**config.mk**
```make
export PLATFORM = sky130hd
export DESIGN_NAME = radix2_div_n
export DESIGN_NICKNAME = d
export VERILOG_FILES = /design/src/rtl/radix2_div_pkg.sv /design/src/rtl/radix2_div_step.sv /design/src/rtl/radix2_div_n.sv
export SDC_FILE = /design/constraint.sdc
export NUM_CORES = 1
export LEC_CHECK = 0
export CAP_MARGIN = 20
export CORE_UTILIZATION = 40
export DETAILED_ROUTE_END_ITERATION = 16
export SYNTH_ARGS = -nofsm -noshare
export SYNTH_HDL_FRONTEND = slang
export SYNTH_HIERARCHICAL = 1
export SYNTH_SLANG_ARGS = --single-unit
```
**constraint.sdc**
```tcl
create_clock -name clk -period 2.5 [get_ports clk]
set_input_delay 0.75 -clock clk [delete_from_list [all_inputs] [get_ports clk]]
set_output_delay 0.75 -clock clk [all_outputs]
set_load 0.01 [all_outputs]
```
**src/rtl/radix2_div_pkg.sv**
```systemverilog
// Shared definitions for the radix-2 restoring divider: FSM states and the
// placement of quotient/remainder inside the packed result word.
package radix2_div_pkg;

  typedef enum logic [1:0] {
    IDLE = 2'd0,
    CALC = 2'd1,
    FIX  = 2'd2,
    DONE = 2'd3
  } state_t;

  localparam int QUO_LSB = 0;

  // Remainder sits directly above the quotient in {remainder, quotient}.
  function automatic int rem_lsb(input int width);
    return width;
  endfunction

endpackage

```
**src/rtl/radix2_div_step.sv**
```systemverilog
// One restoring radix-2 step: shift in the next dividend bit, trial-subtract
// the divisor, keep the difference on no borrow, otherwise restore.
module radix2_div_step #(
  parameter int WIDTH = 8
) (
  input  logic [WIDTH-1:0] rem,
  input  logic             bit_in,
  input  logic [WIDTH-1:0] divisor,
  output logic [WIDTH-1:0] rem_next,
  output logic             q_bit
);

  logic [WIDTH:0]   trial_s;
  logic [WIDTH-1:0] diff_s;
  logic             borrow_s;

  // The partial remainder stays below the divisor, so the WIDTH+1-bit
  // difference always fits in its low WIDTH bits when there is no borrow.
  always_comb begin
    trial_s  = {rem, bit_in};
    borrow_s = (trial_s < {1'b0, divisor});
    diff_s   = trial_s[WIDTH-1:0] - divisor;
    if (borrow_s) begin
      rem_next = trial_s[WIDTH-1:0];
      q_bit    = 1'b0;
    end else begin
      rem_next = diff_s;
      q_bit    = 1'b1;
    end
  end

endmodule

```
**src/rtl/radix2_div_n.sv**
```systemverilog
// Multi-cycle signed/unsigned restoring divider with valid/ready handshakes
// on both the request and the result side.
module radix2_div_n
  import radix2_div_pkg::*;
#(
  parameter int WIDTH = 8
) (
  input  logic               clk,
  input  logic               rst,
  input  logic               sign,
  input  logic [WIDTH-1:0]   dividend,
  input  logic [WIDTH-1:0]   divisor,
  input  logic               opn_valid,
  output logic               opn_ready,
  output logic               res_valid,
  input  logic               res_ready,
  output logic [2*WIDTH-1:0] result,
  output logic               div_by_zero,
  output logic               overflow
);

  localparam int CW      = $clog2(WIDTH + 1);
  localparam int REM_LSB = rem_lsb(WIDTH);

  state_t           state_r;
  logic [CW-1:0]    cnt_r;
  logic             mode_r, dvd_neg_r, dvs_neg_r, zero_r, ovf_r;
  logic [WIDTH-1:0] rem_r, quo_r, dvs_r;

  logic             dvd_neg_s, dvs_neg_s, zero_s, ovf_s, q_bit_s;
  logic [WIDTH-1:0] dvd_abs_s, dvs_abs_s, rem_next_s, quo_fix_s, rem_fix_s;

  radix2_div_step #(.WIDTH(WIDTH)) u_step (
    .rem      (rem_r),
    .bit_in   (quo_r[WIDTH-1]),
    .divisor  (dvs_r),
    .rem_next (rem_next_s),
    .q_bit    (q_bit_s)
  );

  // Operand conditioning at accept and sign correction of the final result.
  always_comb begin
    dvd_neg_s = sign & dividend[WIDTH-1];
    dvs_neg_s = sign & divisor[WIDTH-1];
    zero_s    = (divisor == {WIDTH{1'b0}});
    ovf_s     = sign && (dividend == {1'b1, {(WIDTH-1){1'b0}}})
                     && (divisor == {WIDTH{1'b1}});
    if (dvd_neg_s) dvd_abs_s = -dividend;
    else           dvd_abs_s = dividend;
    if (dvs_neg_s) dvs_abs_s = -divisor;
    else           dvs_abs_s = divisor;
    if (mode_r && (dvd_neg_r ^ dvs_neg_r)) quo_fix_s = -quo_r;
    else                                   quo_fix_s = quo_r;
    if (mode_r && dvd_neg_r) rem_fix_s = -rem_r;
    else                     rem_fix_s = rem_r;
  end

  // Control FSM, datapath registers and registered handshake/result outputs.
  always_ff @(posedge clk) begin
    if (rst) begin
      state_r     <= IDLE;
      cnt_r       <= {CW{1'b0}};
      mode_r      <= 1'b0;
      dvd_neg_r   <= 1'b0;
      dvs_neg_r   <= 1'b0;
      zero_r      <= 1'b0;
      ovf_r       <= 1'b0;
      rem_r       <= {WIDTH{1'b0}};
      quo_r       <= {WIDTH{1'b0}};
      dvs_r       <= {WIDTH{1'b0}};
      opn_ready   <= 1'b1;
      res_valid   <= 1'b0;
      result      <= {(2*WIDTH){1'b0}};
      div_by_zero <= 1'b0;
      overflow    <= 1'b0;
    end else begin
      case (state_r)
        IDLE: begin
          if (opn_valid) begin
            mode_r    <= sign;
            dvd_neg_r <= dividend[WIDTH-1];
            dvs_neg_r <= divisor[WIDTH-1];
            zero_r    <= zero_s;
            ovf_r     <= ovf_s;
            dvs_r     <= dvs_abs_s;
            rem_r     <= {WIDTH{1'b0}};
            // A zero divisor skips CALC; the raw dividend rides in quo_r to FIX.
            quo_r     <= zero_s ? dividend : dvd_abs_s;
            cnt_r     <= {CW{1'b0}};
            opn_ready <= 1'b0;
            state_r   <= zero_s ? FIX : CALC;
          end else begin
            opn_ready <= 1'b1;
          end
        end
        CALC: begin
          {rem_r, quo_r} <= {rem_next_s, quo_r[WIDTH-2:0], q_bit_s};
          cnt_r          <= cnt_r + CW'(1);
          if (cnt_r == CW'(WIDTH - 1)) state_r <= FIX;
          else                         state_r <= CALC;
        end
        FIX: begin
          if (zero_r) begin
            result[REM_LSB +: WIDTH] <= quo_r;
            result[QUO_LSB +: WIDTH] <= {WIDTH{1'b1}};
          end else begin
            result[REM_LSB +: WIDTH] <= rem_fix_s;
            result[QUO_LSB +: WIDTH] <= quo_fix_s;
          end
          div_by_zero <= zero_r;
          overflow    <= ovf_r & ~zero_r;
          res_valid   <= 1'b1;
          cnt_r       <= {CW{1'b0}};
          state_r     <= DONE;
        end
        DONE: begin
          if (res_ready) begin
            res_valid <= 1'b0;
            opn_ready <= 1'b1;
            state_r   <= IDLE;
          end else begin
            state_r   <= DONE;
          end
        end
        default: begin
          res_valid <= 1'b0;
          opn_ready <= 1'b1;
          state_r   <= IDLE;
        end
      endcase
    end
  end

endmodule
```
==> results of run 1 <==
[power by group through the flow]
stage          Sequential (mW)  Combinational (mW)  Clock, mW
3_3_place_gp             0.986               0.662          0
5_1_grt                  0.976               0.817      0.550
4_1_cts                  0.967               0.676      0.525
3_5_place_dp             0.987               0.672          0
2_1_floorplan            0.974               0.466          0
6_report                 0.968               0.748      0.511
[layout make-up]
cell class,count,share of cell area (%)
Clock inverter,2,0.383
Inverter,27,2.38
Timing Repair Buffer,79,16.8
Clock buffer,6,1.71
Multi-Input combinational cell,321,49.7
Sequential cell,55,25.9
Tap cell,105,3.09
[what timing repair did]
item	4_1_cts	5_1_grt
setup buffers	0	6
hold endpoints to repair	0	0
endpoints found under the setup margin	0	1
[metal layers]
metal | vias up | track usage (%) | wire, um
met1 | 1505 | 28.9 | 4340
met2 | 72 | 31.3 | 3860
met3 | 9 | 2.82 | 299
li1 | 1666 | - | -
met4 | 0 | 4.67 | 103
met5 | - | 0 | 0
[flip-flops by register name, summed over array words and instances (netlist names), 2 cells and up]
| register | flops |
|---|---|
| rem_r | 8 |
| dvs_r | 8 |
| cnt_r | 4 |
| result | 16 |
| state_r | 2 |
| quo_r | 8 |
[through the flow]
stage,util [%],hold slack [ns]
2_1_floorplan,-,0.432
5_1_grt,51.5,0.478
4_1_cts,50.9,0.459
3_3_place_gp,49.8,0.441
3_5_place_dp,49.8,0.445
6_report,51.5,0.455
[placed cells by master (no fill, tap or decap), drive strengths merged, types with 3 or more instances in the layout]
cell	count
a31oi	7
nand3	23
and3	3
or4	5
clkdlybuf4s50	39
nand2b	5
ha	14
nor2b	7
buf	40
o21a	3
a311oi	3
nand2	45
o21ai	13
o311ai	6
nand4	3
clkbuf	6
nor4	3
xnor2	10
or3	4
xor2	8
a211oi	10
o211ai	8
nor2	29
o221ai	3
mux2	6
nor3b	5
nor3	15
dfxtp	55
a21o	8
inv	27
mux2i	4
a21oi	46
[critical path, cell delays in order (launching register included)]
cell and delay (ns):
dfxtp_1 0.35, inv_1 0.05, ha_1 0.27, nor2b_1 0.13, o21a_1 0.19, a311o_2 0.44, a21oi_4 0.26, buf_4 0.18
mux2_4 0.29, nand2_1 0.06, a21oi_1 0.05
[worst min-delay path by stage]
stage	end	slack, ns	cells after the start	from
3_3_place_gp	overflow$_SDFFE_PP0P_	0.44	2	overflow$_SDFFE_PP0P_
6_report	overflow$_SDFFE_PP0P_	0.45	2	overflow$_SDFFE_PP0P_
5_1_grt	div_by_zero$_SDFFE_PP0P_	0.48	2	div_by_zero$_SDFFE_PP0P_
2_1_floorplan	dvs_r[7]$_SDFFE_PP0P_	0.43	2	dvs_r[7]$_SDFFE_PP0P_
4_1_cts	overflow$_SDFFE_PP0P_	0.46	2	overflow$_SDFFE_PP0P_
3_5_place_dp	overflow$_SDFFE_PP0P_	0.45	2	overflow$_SDFFE_PP0P_
[cells by family (layout without fill, tap and decap cells)]
family / count (synthesis) / after routing / synth area share (%)
AO/OA/AOI/OAI: 122 / 122 / 23.8
flip-flops: 55 / 55 / 32.1
XOR/XNOR: 18 / 18 / 4.82
AND/OR/NAND/NOR: 156 / 156 / 23.7
buffers and inverters: 51 / 114 / 6.14
adder cells (fa/ha/maj): 15 / 15 / 5.70
multiplexers: 10 / 10 / 3.69
==> impl_metrics.tcl, run 1 <==
set metrics [dict create \
    die_height_um 94.5 \
    drive_gt1_share_pct 14.5 \
    synthArstFlopShare_pct 0 \
    ys_types 64 \
    worstSetupPathType "flop to flop" \
    grt_usage_pct 20.0 \
    insertion_delay_ns 0.31 \
    ant_nets 0 \
    drt-wirelength-per-cell_um 14.4 \
    fin_cells 595 \
    worstPathArrival_ns 2.57 \
    max_clock_freq_ghz 0.422 \
    p_sw_uw 710 \
    dp.cells 581 \
    dieWidth_um 94.5 \
    multi_input_area_sq_um 2110 \
    r2r_start "dvs_r[1]$_SDFFE_PP0P_" \
    routed-via-count 3252 \
    place_ws_ns 0.0299 \
    cp-endpoint "rem_r[3]$_SDFFE_PP0P_" \
    fin_ws_ns 0.132 \
    tns_ns 0 \
    crit_start "dvs_r[1]$_SDFFE_PP0P_" \
    report.final.slew_viol_count 0 \
    reg2reg_slack_ns 0.13 \
    synth.most_common_cell "dfxtp_1" \
    synth.largest_area_cell "dfxtp_1" \
    initial_core_util_pct 41.5 \
    syn_inst 427 \
    regArea_sq_um 1100 \
    clock_sinks 55 \
    hold_viol_final 0 \
    io_pins 41 \
    antenna_found_initial 0 \
    setup_viol 0 \
    synthDominantCellAreaShare_pct 32.1 \
    grt_pass1_wl_um 14400 \
    drc_errors 0 \
    cts_tree "done" \
    synth.net_count 463 \
    ir_drop_uv 247 \
    synth_seq_area_share_pct 32.1 \
    area_growth_pct 24.1 \
    syn_area_per_cell_sq_um 8.02 \
    p_int_mw 1.52 \
    worstPathMaxFanout 7 \
    r2r_cells 10 \
    required_ns 2.70 \
    viasPerCell 5.47 \
    cap_violations 0 \
    hold_class "flop to flop" \
    reg2reg_to "rem_r[3]$_SDFFE_PP0P_" \
    placed_cell_area_sq_um 4120 \
    antenna_cells 0 \
    ctsHoldBuffers 0 \
    port_buffers 40 \
    cts_resized 0 \
    synth_warnings 6 \
    overflow 0 \
    h-tree-depth 2 \
    power.leakage_nw 1.59 \
    slew-limit-headroom_pct 63.5 \
    gp_congestion 0.885 \
    fillers 830 \
    ys_ff_latch 55 \
    synth_flop_cell "dfxtp_1" \
    syn_area_sq_um 3430 \
    p_comb_share_pct 33.6 \
    clock-skew-final_ns 0.00826 \
    synth_common_cells "dfxtp_1 (55), a21oi_1 (45), nand2_1 (45)" \
    crit_path_start_kind "flop" \
    status "finished, final reports clean" \
    num_rows 33 \
    p_sw_share_pct 31.9 \
    power_frac_seq_pct 43.5 \
    cts_buffers 5 \
    total_power_mw 2.23 \
    powerDensity_nw_per_um2 524 \
    dieArea_sq_um 8940 \
    p_clk_share_pct 22.9 \
    postLayoutCellArea_sq_um 4250 \
    fin_crit_sh_pct 94.7 \
    clk_pin_slew_worst_paths_ns 0.11 \
    worst_setup_path_end_kind "flop" \
    drtPass1Iterations 4 \
    grt_max_degree 42 \
    finish.net_count 525 \
    place_hpwl_um 6370 \
    worst_pin_slew_ns 0.546 \
    period_needed_ns 2.37 \
    yosys-top-cells-area "dfxtp_1 (32%), a21oi_1 (6.6%), ha_1 (5.1%), nand2_1 (4.9%), nand3_1 (3.2%)" \
    root_buffer "clkbuf_8" \
    grt_pass1_vias 3011 \
    routed_wl_um 8600 \
    drt_iter0_drc 125 \
    clk_path_buf_depth 2 \
    synth_edf_count 0 \
    core_sq_um 8260 \
    grt_setup_unrepaired "no" \
]
No activity file was read; power rests on OpenSTA's default activity.
==> run 2, diff against run 1 <==
--- a/config.mk
+++ b/config.mk
@@ -8,6 +8,8 @@
 export CAP_MARGIN = 20
 export CORE_UTILIZATION = 40
 export DETAILED_ROUTE_END_ITERATION = 16
+export MAX_ROUTING_LAYER = met4
+export PLACE_DENSITY_LB_ADDON = 0.1
 export SYNTH_ARGS = -nofsm -noshare
 export SYNTH_HDL_FRONTEND = slang
 export SYNTH_HIERARCHICAL = 1
==> impl_metrics.tcl, run 2 (synthesis gave the netlist of run 1 again) <==
set metrics [dict create \
    total_power_mw 2.17 \
    worstPathMaxFanout 8 \
    power_frac_seq_pct 44.6 \
    grt_setup_unrepaired "no" \
    ant_nets 0 \
    drtPass1Iterations 4 \
    setup_viol 0 \
    postLayoutCellArea_sq_um 4200 \
    fin_crit_sh_pct 92.1 \
    drc_errors 0 \
    hold_viol_final 0 \
    p_clk_share_pct 23.7 \
    cts_tree "done" \
    worst_pin_slew_ns 0.574 \
    final_util_pct 50.8 \
    port_buffers 40 \
    top_layer "met4" \
    insertion_delay_ns 0.32 \
    crit_chain "inv_1, ha_1, nor2b_1, o21a_1, a311o_2, a21oi_4, buf_12, mux2_4, nand2_1, a21oi_1" \
    ir_drop_uv 256 \
    fin_cells 588 \
    whs_ns 0.461 \
    dieArea_sq_um 8940 \
    placed_cell_area_sq_um 4110 \
    cap_violations 0 \
    place_hpwl_um 6490 \
    worstSetupPathType "flop to flop" \
    p_sw_share_pct 32.3 \
    drt_iter0_drc 192 \
    drive_gt1_share_pct 13.3 \
    fillers 828 \
    final_common_cell "dfxtp_1" \
    dp.cells 580 \
    regArea_sq_um 1100 \
    report.final.slew_viol_count 0 \
    clock-skew-final_ns 0.0127 \
    status "finished, final reports clean" \
    top_register "result" \
    period_needed_ns 2.30 \
    crit_path_start_kind "flop" \
    gp_congestion 0.874 \
    grt_pass1_wl_um 14600 \
    antenna_cells 0 \
    met2WireLength_um 3850 \
    p_comb_share_pct 31.7 \
    required_ns 2.69 \
    cts_resized 0 \
    core_sq_um 8260 \
    slew-limit-headroom_pct 61.6 \
    tns_ns 0 \
    grt_max_degree 38 \
    p_sw_uw 702 \
    area_growth_pct 22.6 \
    antenna_found_initial 0 \
    viasPerCell 5.44 \
    routed-via-count 3198 \
    drt-wirelength-per-cell_um 14.7 \
    root_buffer "clkbuf_8" \
    worst_setup_path_end_kind "flop" \
    worstPathArrival_ns 2.49 \
    finish.net_count 518 \
    overflow 0 \
    routed_wl_um 8660 \
    largest_reg_flops 16 \
    clk_pin_slew_worst_paths_ns 0.10 \
    initial_core_util_pct 41.5 \
    p_int_mw 1.47 \
    cts_buffers 5 \
    multi_input_area_sq_um 2110 \
    clock_sinks 55 \
    grt_usage_pct 21.4 \
    grt_pass1_vias 2993 \
    num_rows 33 \
    wl_met1_um 4430 \
    place_ws_ns 0.0529 \
    routed-wl-met3_um 272 \
    mostFrequentLayoutCells "dfxtp_1 (55), nand2_1 (45), a21oi_1 (45)" \
    max_clock_freq_ghz 0.434 \
    ctsHoldBuffers 0 \
    fin_ws_ns 0.197 \
    dieWidth_um 94.5 \
    die_height_um 94.5 \
    powerDensity_nw_per_um2 517 \
    io_pins 41 \
    h-tree-depth 2 \
    power.leakage_nw 1.56 \
    cp_slowest_stage_delay_ns 0.46 \
    clk_path_buf_depth 2 \
    hold_class "flop to flop" \
    postCtsSetupBuffers 0 \
    cp_slowest_cell "a311o_2" \
]
-- run 2: cell types whose count changed in the layout (fill, tap and decap cells not counted), sizes merged --
cell / before / now
buf: 40 / 33
clkinvlp: 1 / 0
inv: 27 / 26
clkinv: 1 / 3
-- run 2: final cells by class --
cell class / instances / area share (%)
clock inverter: 2 / 0.417
sequential: 55 / 26.2
multi-input combinational: 321 / 50.4
tap: 105 / 3.13
clock buffer: 6 / 1.73
timing repair buffer: 72 / 15.7
inverter: 27 / 2.41
-- run 2: power groups by stage --
| stage | registers (mW) | clock network [mW] | logic (mW) |
|---|---|---|---|
| finish | 0.969 | 0.516 | 0.688 |
| global route | 0.977 | 0.559 | 0.763 |
| CTS | 0.968 | 0.530 | 0.690 |
| detailed placement | 0.988 | 0 | 0.687 |
| global placement | 0.988 | 0 | 0.678 |
| floorplan | 0.974 | 0 | 0.466 |
-- run 2: worst paths after layout --
path / start / endpoint / slack, ns / depth (start not counted)
hold / removal: result[14]$_SDFFE_PP0P_ / result[14]$_SDFFE_PP0P_ / 0.46 / 2
hold reg to reg: result[14]$_SDFFE_PP0P_ / result[14]$_SDFFE_PP0P_ / 0.46 / 2
setup / recovery: dvs_r[1]$_SDFFE_PP0P_ / rem_r[2]$_SDFFE_PP0P_ / 0.20 / 10
setup reg to reg: dvs_r[1]$_SDFFE_PP0P_ / rem_r[2]$_SDFFE_PP0P_ / 0.20 / 10
-- run 2: per-layer routing --
metal	global-route usage (%)	vias to the layer above
li1	-	1649
met4	5.30	0
met3	2.74	10
met5	-	-
met2	32.7	72
met1	29.8	1467
-- run 2: worst max-delay path: cells and delay by family (launching register included) --
kind	cells	cell delay (ns)
AO/OA/AOI/OAI	4	0.87
adder cells (fa/ha/maj)	1	0.28
buffers and inverters	2	0.20
flip-flops	1	0.34
multiplexers	1	0.30
AND/OR/NAND/NOR	2	0.19
==> run 3, diff against run 2 <==
--- a/config.mk
+++ b/config.mk
@@ -10,6 +10,7 @@
 export DETAILED_ROUTE_END_ITERATION = 16
 export MAX_ROUTING_LAYER = met4
 export PLACE_DENSITY_LB_ADDON = 0.1
+export SETUP_SLACK_MARGIN = 0.3
 export SYNTH_ARGS = -nofsm -noshare
 export SYNTH_HDL_FRONTEND = slang
 export SYNTH_HIERARCHICAL = 1
==> impl_metrics.tcl, run 3 (synthesis gave the netlist of run 1 again) <==
set metrics [dict create \
    status "finished, final reports clean" \
    hold_viol_final 0 \
    clock-skew-final_ns 0.00965 \
    area_growth_pct 25.4 \
    die_height_um 94.5 \
    worst_setup_path_end_kind "flop" \
    port_buffers 40 \
    hold_class "flop to flop" \
    routed_wl_um 8770 \
    p_clk_share_pct 26.7 \
    fin_crit_sh_pct 85.2 \
    core_sq_um 8260 \
    postLayoutCellArea_sq_um 4300 \
    cts_tree "done" \
    r2r_cells 9 \
    p_sw_share_pct 31.1 \
    hold_depth 2 \
    drtPass1Iterations 4 \
    power.leakage_nw 1.60 \
    power_frac_seq_pct 42.1 \
    p_comb_share_pct 31.3 \
    dieArea_sq_um 8940 \
    whs_ns 0.459 \
    worstSetupPathType "flop to flop" \
    viasPerCell 5.44 \
    overflow 0 \
    slew-limit-headroom_pct 64.1 \
    final_util_pct 52.0 \
    finish.net_count 519 \
    num_rows 33 \
    grt_max_degree 23 \
    ir_drop_uv 200 \
    antenna_cells 0 \
    place_hpwl_um 6480 \
    drt_iter0_drc 157 \
    drt-wirelength-per-cell_um 14.9 \
    report.final.slew_viol_count 0 \
    grt_pass1_vias 3009 \
    grt_setup_unrepaired "yes" \
    largest_reg_flops 16 \
    place_ws_ns 0.0115 \
    placed_cell_area_sq_um 4070 \
    powerDensity_nw_per_um2 538 \
    ant_nets 0 \
    setup_viol 0 \
    cts_buffers 5 \
    worstPathArrival_ns 2.32 \
    cap_violations 0 \
    drc_errors 0 \
    p_sw_uw 719 \
    grt_usage_pct 21.5 \
    clk_path_buf_depth 2 \
    clock_sinks 55 \
    grt_pass1_wl_um 14700 \
    gp_congestion 0.966 \
    worst_pin_slew_ns 0.538 \
    h-tree-depth 2 \
    io_pins 41 \
    tns_ns 0 \
    period_needed_ns 2.13 \
    required_ns 2.69 \
    final_common_cell "dfxtp_1" \
    insertion_delay_ns 0.31 \
    mostFrequentLayoutCells "dfxtp_1 (50), a21oi_1 (43), nand2_1 (40)" \
    dieWidth_um 94.5 \
    routed-via-count 3207 \
    root_buffer "clkbuf_8" \
    clk_pin_slew_worst_paths_ns 0.11 \
    antenna_found_initial 0 \
    crit_path_start_kind "flop" \
    top_register "result" \
    drive_gt1_share_pct 17.8 \
    worstPathMaxFanout 8 \
    initial_core_util_pct 41.5 \
    fin_ws_ns 0.371 \
    p_int_mw 1.59 \
    max_clock_freq_ghz 0.470 \
]
[run 3: cell types whose count changed in the layout (fill, tap and decap cells not counted), sizes merged]
cell | before | now
buf | 33 | 34
dlymetal6s2s | 0 | 1
clkdlybuf4s50 | 39 | 38
clkinv | 3 | 2
inv | 26 | 27
bufinv | 0 | 1
clkbuf | 6 | 5
[run 3: worst paths after layout]
path | end | startpoint | slack (ns)
worst max-delay path | rem_r[5]$_SDFFE_PP0P_ | dvs_r[4]$_SDFFE_PP0P_ | 0.37
worst min-delay path | overflow$_SDFFE_PP0P_ | overflow$_SDFFE_PP0P_ | 0.46
worst max register to register | rem_r[5]$_SDFFE_PP0P_ | dvs_r[4]$_SDFFE_PP0P_ | 0.37
worst min register to register | overflow$_SDFFE_PP0P_ | overflow$_SDFFE_PP0P_ | 0.46
[run 3: power groups by stage]
| stage | clock network [mW] | logic [mW] | registers [mW] |
|---|---|---|---|
| after global placement | 0 | 0.637 | 0.990 |
| after CTS | 0.637 | 0.709 | 0.970 |
| after floorplan | 0 | 0.467 | 0.975 |
| after detailed placement | 0 | 0.644 | 0.990 |
| final | 0.616 | 0.722 | 0.972 |
| after global routing | 0.670 | 0.798 | 0.979 |
[run 3: area by class of cell]
class / instances / area (sq um)
Fill cell: 830 / 3960
Multi-Input combinational cell: 321 / 2180
Sequential cell: 55 / 1110
Timing Repair Buffer: 73 / 658
Tap cell: 105 / 131
Inverter: 27 / 101
Clock buffer: 5 / 68.8
Clock inverter: 3 / 47.5
[run 3: timing repair]
| item | CTS | global route |
|---|---|---|
| setup buffers | 3 | 0 |
| hold buffers | 0 | 0 |
| setup endpoints to repair | 8 | 11 |
| resized for setup | 8 | 12 |
| pin swaps | 5 | 4 |
[run 3: critical path, cell delays in order (launching register included)]
cell and delay, ns:
dfxtp_2 0.34, inv_1 0.04, ha_1 0.32, nor2b_2 0.16, a311o_2 0.40, a21oi_4 0.18
buf_12 0.15, mux2_4 0.30, nand2_2 0.05, a21oi_1 0.06
[run 3: through the flow]
stage | instances | total power [mW]
after floorplan | 427 | 1.44
after global placement | 578 | 1.63
after detailed placement | 578 | 1.63
after CTS | 589 | 2.32
after global routing | 589 | 2.45
final | 589 | 2.31
[run 3: layer usage]
layer  up-vias  share of wire, %  GRT usage [%]
met2        56                45           34.1
met5         -                 0              -
met1      1484                51           29.6
li1       1657                 -              -
met3        10               2.8           2.42
met4         0              0.82           4.17
